### config.mk
export PLATFORM = sky130hd
export DESIGN_NAME = mem_arbiter
export DESIGN_NICKNAME = d
export VERILOG_FILES = /design/src/rtl/mem_arbiter_pkg.sv /design/src/rtl/mem_arbiter_starve_cnt.sv /design/src/rtl/mem_arbiter.sv
export SDC_FILE = /design/constraint.sdc
export NUM_CORES = 1
export LEC_CHECK = 0
export ABC_AREA = 1
export CORE_AREA = 2 2 132 134
export CTS_BUF_LIST = sky130_fd_sc_hd__clkbuf_8
export DETAILED_ROUTE_END_ITERATION = 10
export DIE_AREA = 0 0 134 136
export HOLD_SLACK_MARGIN = 0.12
export PLACE_DENSITY_LB_ADDON = 0.12
export SLEW_MARGIN = 0
export SYNTH_ARGS = -nofsm -noshare
export SYNTH_HDL_FRONTEND = slang
export SYNTH_SLANG_ARGS = --single-unit
### constraint.sdc
create_clock -name clk_in -period 2 [get_ports clk_in]
set_input_delay 0.4 -clock clk_in [delete_from_list [all_inputs] [get_ports clk_in]]
set_output_delay 0.4 -clock clk_in [all_outputs]
set_load 0.01 [all_outputs]
### src/rtl/mem_arbiter_pkg.sv
// Shared encodings for the fetch/data memory arbiter: FSM states, owner codes, funct3 constants.
package mem_arbiter_pkg;

  typedef enum logic [1:0] {
    ARB_IDLE  = 2'd0,
    ARB_ISSUE = 2'd1,
    ARB_WAIT  = 2'd2,
    ARB_DRAIN = 2'd3
  } arb_state_t;

  typedef enum logic {
    ARB_OWN_FETCH = 1'b0,
    ARB_OWN_DATA  = 1'b1
  } arb_owner_t;

  localparam logic [2:0] FUNCT3_WORD  = 3'b010;
  localparam int         STARVE_CNT_W = 4;

  // Stores are never abandoned once issued; fetches and loads may be.
  function automatic logic arb_flushable(input arb_owner_t owner, input logic store);
    return (owner == ARB_OWN_FETCH) || !store;
  endfunction

endpackage

### src/rtl/mem_arbiter_starve_cnt.sv
// Saturating count of data grants made while a fetch waits; limit flags that fetch must win next.
// Count updates only when rdy_in is high; clr has priority over inc.
module arb_starve_cnt
  import mem_arbiter_pkg::*;
#(
  parameter int LIMIT = 4
) (
  input  logic clk_in,
  input  logic rst_in,
  input  logic rdy_in,
  input  logic inc,
  input  logic clr,
  output logic limit
);

  localparam logic [STARVE_CNT_W-1:0] LIMIT_C = STARVE_CNT_W'(LIMIT);

  logic [STARVE_CNT_W-1:0] cnt;

  always_ff @(posedge clk_in or negedge rst_in) begin
    if (!rst_in) begin
      cnt <= '0;
    end else if (rdy_in) begin
      if (clr) begin
        cnt <= '0;
      end else if (inc && (cnt < LIMIT_C)) begin
        cnt <= cnt + 1'b1;
      end
    end
  end

  assign limit = (cnt >= LIMIT_C);

endmodule

### src/rtl/mem_arbiter.sv
// Single-port memory controller arbiter between instruction fetch and the LSB; grant->mc request 1 cycle, mc done->requester done 1 cycle.
// Holds the request until the controller reports busy (stalls on io_buffer_full_in); MEM_ARB_STARVE_EN adds the fetch starvation bound.
module mem_arbiter
  import mem_arbiter_pkg::*;
#(
  parameter int STARVE_LIMIT = 4
) (
  input  logic        clk_in,
  input  logic        rst_in,
  input  logic        rdy_in,
  input  logic        clear_in,
  input  logic        io_buffer_full_in,
  input  logic        ic_req_in,
  input  logic [31:0] ic_addr_in,
  output logic        ic_done_out,
  output logic [31:0] ic_data_out,
  input  logic        lsb_req_in,
  input  logic        lsb_store_in,
  input  logic [31:0] lsb_addr_in,
  input  logic [31:0] lsb_data_in,
  input  logic [2:0]  lsb_op_in,
  output logic        lsb_done_out,
  output logic [31:0] lsb_data_out,
  output logic        mc_fetch_out,
  output logic        mc_io_out,
  output logic        mc_store_out,
  output logic [31:0] mc_addr_out,
  output logic [31:0] mc_fetch_addr_out,
  output logic [31:0] mc_data_out,
  output logic [2:0]  mc_op_out,
  input  logic        mc_working_in,
  input  logic        mc_ins_done_in,
  input  logic [31:0] mc_ins_in,
  input  logic        mc_res_done_in,
  input  logic [31:0] mc_res_in
);

  arb_state_t state;
  arb_owner_t owner;

  logic starved;
  logic idle_ok;
  logic grant_data;
  logic grant_fetch;
  logic accepted;
  logic owner_done;
  logic kill;

  // No grant during a done pulse: the finishing requester still holds req that cycle.
  assign idle_ok     = (state == ARB_IDLE) && !clear_in && !ic_done_out && !lsb_done_out;
  assign grant_data  = idle_ok && lsb_req_in && !(starved && ic_req_in);
  assign grant_fetch = idle_ok && !grant_data && ic_req_in;

  assign accepted    = mc_working_in && !io_buffer_full_in;
  assign owner_done  = (owner == ARB_OWN_FETCH) ? mc_ins_done_in : mc_res_done_in;
  assign kill        = clear_in && arb_flushable(owner, mc_store_out);

  assign mc_fetch_addr_out = mc_addr_out;

`ifdef MEM_ARB_STARVE_EN
  logic starve_inc;
  logic starve_clr;

  assign starve_inc = grant_data && ic_req_in;
  assign starve_clr = grant_fetch || !ic_req_in;

  arb_starve_cnt #(
    .LIMIT(STARVE_LIMIT)
  ) u_starve_cnt (
    .clk_in(clk_in),
    .rst_in(rst_in),
    .rdy_in(rdy_in),
    .inc   (starve_inc),
    .clr   (starve_clr),
    .limit (starved)
  );
`else
  // Fixed LSB priority; the limit only takes effect with the counter built.
  if (STARVE_LIMIT >= 0) begin : g_fixed_prio
    assign starved = 1'b0;
  end
`endif

  always_ff @(posedge clk_in or negedge rst_in) begin
    if (!rst_in) begin
      state        <= ARB_IDLE;
      owner        <= ARB_OWN_FETCH;
      ic_done_out  <= 1'b0;
      ic_data_out  <= '0;
      lsb_done_out <= 1'b0;
      lsb_data_out <= '0;
      mc_fetch_out <= 1'b0;
      mc_io_out    <= 1'b0;
      mc_store_out <= 1'b0;
      mc_addr_out  <= '0;
      mc_data_out  <= '0;
      mc_op_out    <= '0;
    end else if (rdy_in) begin
      ic_done_out  <= 1'b0;
      lsb_done_out <= 1'b0;
      case (state)
        ARB_IDLE: begin
          if (grant_data) begin
            owner        <= ARB_OWN_DATA;
            mc_io_out    <= 1'b1;
            mc_store_out <= lsb_store_in;
            mc_addr_out  <= lsb_addr_in;
            mc_data_out  <= lsb_data_in;
            mc_op_out    <= lsb_op_in;
            state        <= ARB_ISSUE;
          end else if (grant_fetch) begin
            owner        <= ARB_OWN_FETCH;
            mc_fetch_out <= 1'b1;
            mc_store_out <= 1'b0;
            mc_addr_out  <= ic_addr_in;
            mc_data_out  <= '0;
            mc_op_out    <= FUNCT3_WORD;
            state        <= ARB_ISSUE;
          end
        end
        ARB_ISSUE: begin
          if (accepted) begin
            mc_io_out    <= 1'b0;
            mc_fetch_out <= 1'b0;
          end
          // A killed command stays requested until the controller takes it, then drains.
          if (kill) begin
            state <= ARB_DRAIN;
          end else if (accepted) begin
            state <= ARB_WAIT;
          end
        end
        ARB_WAIT: begin
          if (kill) begin
            state <= owner_done ? ARB_IDLE : ARB_DRAIN;
          end else if (owner_done) begin
            state <= ARB_IDLE;
            if (owner == ARB_OWN_FETCH) begin
              ic_done_out <= 1'b1;
              ic_data_out <= mc_ins_in;
            end else begin
              lsb_done_out <= 1'b1;
              lsb_data_out <= mc_store_out ? '0 : mc_res_in;
            end
          end
        end
        ARB_DRAIN: begin
          if (accepted) begin
            mc_io_out    <= 1'b0;
            mc_fetch_out <= 1'b0;
          end
          if (owner_done) begin
            state <= ARB_IDLE;
          end
        end
        default: state <= ARB_IDLE;
      endcase
    end
  end

endmodule

# Yosys cells after proc, flatten, opt, wreduce, memory -nomap -nowiden
# Index checks and enable logic that the tools add are counted.
classes:
  n_bitwise: 2
  n_eq_ne: 9
  n_reduce_logical: 25
  muxes: 33
ops:
  columns: ["operator", "n"]
  rows:
  - ["two-way mux 32 bit", 5]
  - ["two-way mux 1 bit", 16]
  - ["AND reduction 5 bit", 3]
  - ["two-way mux 2 bit", 7]
  - ["logical AND 1 bit", 8]
  - ["case mux 2 bit (4 select lines)", 1]
  - ["zero test 1 bit", 6]
  - ["two-way mux 3 bit", 2]
  - ["!= test 2 bit, second input constant", 3]
  - ["!= test 3 bit, second input constant", 2]
  - ["AND reduction 3 bit", 2]
  - ["== test 2 bit, second input constant", 2]
  - ["case mux 1 bit (2 select lines)", 2]
  - ["AND reduction 4 bit", 1]
  - ["nonzero test 2 bit", 2]
  - ["== test 2 x 1 -> 1 bit, second input constant", 1]
  - ["zero test 2 bit", 1]
  - ["!= test 2 x 1 -> 1 bit, second input constant", 1]
  - ["NOT 1 bit", 2]
  - ["OR reduction 2 bit", 1]
  - ["logical OR 1 bit", 1]
totals:
  word_cells: 81
  output_inout_bits: 168
  reg_bits: 139

# Depth between registers and ports, before layout
# Gate-level depths: netlist of run 1.
logic_depth:
  ltp_word: 11
  mapped_depth: 11

# Worst setup path before layout of run 1
# No wires, ideal clock.
synth_path:
  path_kind: "register to register"
  from: "register lsb_done_out"
  to: "register mc_addr_out[0]"
  setup_ps: 117
  required_ps: 1883
  slack_ps: 555
  path_buffers: 2
  synth_period_minus_slack_ps: 1445
  arrival_time_ps: 1328
  stages_incl_launch_ff: 11
  path_cell_list: "dfrtp_1 -> nor2_1 -> nand2_1 -> nor2_1 -> o21ai_2 -> inv_1 -> nand2_1 -> buf_4 -> buf_6 -> nand2_1 -> nand2_1"
synth_between:
  elab_chain_len: 8
synth_rtl:
  columns: ["element", "line_no", "rtl"]
  rows:
  - ["start, declared", "mem_arbiter.sv:22", "output logic lsb_done_out,"]
  - ["start signal, assigned", "mem_arbiter.sv:90", "lsb_done_out <= 1'b0;"]
  - ["start signal, assigned", "mem_arbiter.sv:100", "lsb_done_out <= 1'b0;"]
  - ["start signal, assigned", "mem_arbiter.sv:142", "lsb_done_out <= 1'b1;"]
  - ["zero test 1 bit (*)", "mem_arbiter.sv:50", "assign idle_ok = (state == ARB_IDLE) && !clear_in && !ic_done_out && !lsb_done_out;"]
  - ["logical AND 1 bit (*)", "mem_arbiter.sv:50", null]
  - ["logical AND 1 bit", "mem_arbiter.sv:51", "assign grant_data = idle_ok && lsb_req_in && !(starved && ic_req_in);"]
  - ["zero test 1 bit", "mem_arbiter.sv:52", "assign grant_fetch = idle_ok && !grant_data && ic_req_in;"]
  - ["logical AND 1 bit (2 in series)", "mem_arbiter.sv:52", null]
  - ["nonzero test 2 bit (no source line)", null, null]
  - ["AND reduction 3 bit (no source line)", null, null]
  - ["end signal, assigned", "mem_arbiter.sv:107", "mc_addr_out <= lsb_addr_in;"]
  - ["end signal, assigned", "mem_arbiter.sv:115", "mc_addr_out <= ic_addr_in;"]
  - ["end, declared", "mem_arbiter.sv:27", "output logic [31:0] mc_addr_out,"]
# Every way passes the cells marked *; elsewhere a longest branch is shown, timed or not.
# A chain may end at the register's enable or synchronous reset.

# Final worst setup path of run 1
layout_path:
  from: "register ic_done_out"
  to: "output port ic_done_out"
layout_lines:
  columns: ["element", "line_no", "rtl"]
  rows:
  - ["start, declared", "mem_arbiter.sv:15", "output logic ic_done_out,"]
  - ["start signal, assigned", "mem_arbiter.sv:88", "ic_done_out <= 1'b0;"]
  - ["start signal, assigned", "mem_arbiter.sv:99", "ic_done_out <= 1'b0;"]
  - ["start signal, assigned", "mem_arbiter.sv:139", "ic_done_out <= 1'b1;"]
# No word-level cell between the ends.

==> impl_results.md, run 1 <==
* Outcome: finished clean
* # port buffers at 341
* Global-route wire length before repair at 29810 um
* Critical path startpoint category: flip-flop
* Vias at 5849
* Number of cells on the worst reg-to-reg path at 8
* Register area at 0.003478 mm2
* Number of buffers added by the clock tree synthesis step at 17
* Hold slack final at 453.6 ps
* Final max-slew violation count at 0
* Count of distinct cell types in the synthesized netlist at 21
* Critical path's largest stage delay at 630 ps
* Shortest period the worst path allows at 1819 ps
* Post-Syn Area at 0.006231 mm2
* Cell with the biggest individual delay on the critical path: clkdlybuf4s50_1
* Rows at 48
* Placeable core region at 0.01688 mm2
* Area taken by multi-input logic gates at 0.002095 mm2
* TritonCTS clock tree: done
* WL per Instance at 14.74 um
* Post-Place Worst Slack at -10.27 ps
* Maximum achievable frequency at 549.7 MHz
* Gp weighted congestion at 0.8006
* Max VDD drop at 0.6994 mV
* Die Height at 136 um
* Largest area contributor in the synthesized netlist: dfrtp_1
* Placed wire-length estimate at 14090 um
* Number of design-rule violations left by the first detailed-router iteration at 232
* Initial Util at 0.3692
* Ratio of cells with drive above 1 in the final layout at 0.05796
* Total wirelength of the detailed-routed design at 19340 um
* Total I/O pin count at 342
* Global-route congestion overflow total at 0
* Count of antenna diodes in the layout at 0
* H-tree level count at 4
* CP Capture Type: output port
* Total setup violations reported at the end of the flow at 0
* Top-count cell post-synth: nand2_1
* Number of hold violations in the final report at 0
* Yosys synthesis warning count at 0
* Worst flop-to-flop path startpoint: lsb_done_out$_DFFE_PN0P_
* CP required at 1600 ps
* Clock-pin slew on the worst setup and hold paths at 80 ps
* Root cell of the clock tree: clkbuf_8
* DP Area at 0.009723 mm2
* Largest net degree at the start of global routing at 66
* Buffer and inverter count on the worst path at 1
* Largest delay contributor family on the critical path: buffers and inverters
* First drt pass iteration count at 5
* Area fraction of the dominant cell type after synthesis at 0.5582
* Register area share after synthesis at 0.5582
* Horizontal die dimension at 134 um
* Reg-to-reg setup timing slack at 450 ps
* Final worst clock skew at 9.184 ps
* Worst flop-to-flop path endpoint: mc_addr_out[31]$_DFFE_PN0P_
* Area of the die at 0.01822 mm2
* Relative slew slack at 0.7075
* Net count of the mapped netlist at 939
* # nets final at 1248
* Data arrival time at the worst-slack endpoint at 1420 ps
* Synth Register Bits at 139
* Crit share post-route at 0.9097
* Transition time at the pin with the least slew margin at 438.7 ps
* Share of the core filled with cells at 0.5996
* Unrepaired setup endpoints after global routing: false
* Top post-synthesis cells by area: dfrtp_1, nand2_1, buf_4
* Biggest fanout along the worst timing path at 2
* DR DRC count at 0
* Cell count after synthesis at 765
* Area growth from synthesis to layout at 62.39%
* Number of sinks driven by the clock tree at 139
* Filler cell count in the final layout at 1534
* Power per cell area at 1364 mW/mm2
* Number of antenna violations at the first check in global routing at 0
* Remaining antenna violation count at 0
* Most numerous cell types in the synthesized netlist: nand2_1, dfrtp_1, inv_1, buf_4, o21ai_1
* Final std cell area, no fill at 0.01012 mm2
* Clock Tree Buf Depth at 2
* Via count of the first global-routing pass at 5600
* Cts repair resizes at 0
* Via count normalized by instance count at 4.458
* Syn Area/Cell at 8.145 um2
* Final total power at 13810 uW
* Crit-path cells: clkdlybuf4s50_1
* Maximum capacitance violations at 0
* Prevailing post-synth register cell: dfrtp_1
* Number of flops mapped to enable cells by yosys at 0
* Clock latency at the later pin of the worst-skew pair at 440 ps
* Final worst slack at 180.7 ps
* Worst min path class: in2async
* Leakage Power at 0.004954 uW
* Total routing resource utilization after global routing at 0.2112
* Startpoint-to-endpoint class of the critical path: reg2out
* Share of flip-flops with an asynchronous set or reset after synthesis at 1.000
## repair_timing
item / 4_1_cts / 5_1_grt
endpoints found under the hold margin: 42 / 0
hold buffers: 1 / 0
buffers inserted: 0 / 0
## layer usage
metal | GRT usage | up-vias | part of all wire
met1 | 0.2477 | 2658 | 0.40
li1 | - | 2943 | -
met4 | 0.05792 | 0 | 0.013
met5 | 0 | - | 0
met2 | 0.3578 | 231 | 0.49
met3 | 0.08762 | 17 | 0.099
## area by class of cell
type	instances	area share
Clock buffer	18	0.02448
Tap cell	225	0.02782
Clock inverter	14	0.01360
Multi-Input combinational cell	509	0.2070
Inverter	46	0.01719
Timing Repair Buffer	361	0.3661
Sequential cell	139	0.3438
## registers in the layout (all words and copies together) (netlist names)
signal / cells
mc_op_out: 3
owner: 1
ic_data_out: 32
mc_store_out: 1
lsb_done_out: 1
state: 2
ic_done_out: 1
mc_fetch_out: 1
mc_io_out: 1
mc_addr_out: 32
mc_data_out: 32
lsb_data_out: 32
## power breakdown
part | total, uW | switching [uW] | internal [uW]
Combinational | 6650 | 2920 | 3730
Sequential | 4930 | 828 | 4110
Clock | 2220 | 1180 | 1040
Total | 13800 | 4930 | 8870
## how the worst max path moves through the flow
stage | slack (ps) | start | cells after the start | endpoint
after floorplan | 550 | lsb_done_out$_DFFE_PN0P_ | 10 | mc_addr_out[0]$_DFFE_PN0P_
after global placement | 20 | clear_in | 9 | mc_addr_out[31]$_DFFE_PN0P_
after detailed placement | -10 | clear_in | 9 | mc_addr_out[31]$_DFFE_PN0P_
after CTS | 120 | ic_done_out$_DFFE_PN0P_ | 1 | ic_done_out
after global routing | 100 | ic_done_out$_DFFE_PN0P_ | 1 | ic_done_out
final | 180 | ic_done_out$_DFFE_PN0P_ | 1 | ic_done_out
## metrics by stage
step,setup TNS [ps],cells
6_report,0,1312
5_1_grt,0,1312
4_1_cts,0,1312
3_5_place_dp,-10.27,1279
3_3_place_gp,0,1279
2_1_floorplan,0,765
## cell usage in the layout, fill, tap and decap left out
| master | netlist | final |
|---|---|---|
| buf_12 | 0 | 11 |
| buf_4 | 39 | 8 |
| buf_6 | 8 | 1 |
| bufinv_16 | 0 | 1 |
| clkbuf_8 | 0 | 18 |
| clkdlybuf4s50_1 | 0 | 340 |
| clkinv_2 | 1 | 1 |
| clkinv_4 | 0 | 5 |
| clkinvlp_4 | 0 | 3 |
| dfrtp_1 | 139 | 139 |
| dlygate4sd3_1 | 0 | 1 |
| inv_1 | 42 | 43 |
| inv_2 | 3 | 3 |
| inv_6 | 0 | 3 |
| inv_8 | 0 | 1 |
| nand2_1 | 387 | 386 |
| nand2_2 | 1 | 2 |
| nand2_4 | 1 | 1 |
| nand3_1 | 35 | 35 |
| nand4_1 | 3 | 3 |
| nor2_1 | 5 | 5 |
| nor2_2 | 2 | 2 |
| nor3_2 | 1 | 1 |
| nor3_4 | 1 | 1 |
| o21ai_0 | 33 | 33 |
| o21ai_1 | 38 | 38 |
| o21ai_2 | 1 | 1 |
| o22ai_1 | 1 | 1 |
## cell families after synthesis
kind of cell,after synthesis,share of synthesized area
AOI/OAI and AO/OA,73,0.05944
buffers and inverters,117,0.1060
and+or+nand+nor,436,0.2763
DFF,139,0.5582
(Power assumes the default switching activity.)
==> run 2: changes to the inputs <==
--- a/config.mk
+++ b/config.mk
@@ -12,7 +12,7 @@
 export DIE_AREA = 0 0 134 136
 export HOLD_SLACK_MARGIN = 0.12
 export PLACE_DENSITY_LB_ADDON = 0.12
-export SLEW_MARGIN = 0
+export SKIP_CTS_REPAIR_TIMING = 1
 export SYNTH_ARGS = -nofsm -noshare
 export SYNTH_HDL_FRONTEND = slang
 export SYNTH_SLANG_ARGS = --single-unit
==> results of run 2 <==
Same layout as run 1: the final DEF is identical, and so are final timing and power.
Among the figures that moved: wire length of the first global-routing pass 29810 um -> 29780 um; via count of the first global-routing pass 5600 -> 5590; overall routing resource usage 0.2112 -> 0.2111; met2 usage 0.3578 -> 0.3573
==> run 3: changes to the inputs <==
--- a/config.mk
+++ b/config.mk
@@ -6,6 +6,7 @@
 export NUM_CORES = 1
 export LEC_CHECK = 0
 export ABC_AREA = 1
+export CAP_MARGIN = 20
 export CORE_AREA = 2 2 132 134
 export CTS_BUF_LIST = sky130_fd_sc_hd__clkbuf_8
 export DETAILED_ROUTE_END_ITERATION = 10
==> results of run 3 <==
Same layout as run 1: the final DEF is identical, and so are final timing and power.
Among the figures that moved: wire length of the first global-routing pass 29810 um -> 29780 um; via count of the first global-routing pass 5600 -> 5590; overall routing resource usage 0.2112 -> 0.2111; met2 usage 0.3578 -> 0.3573
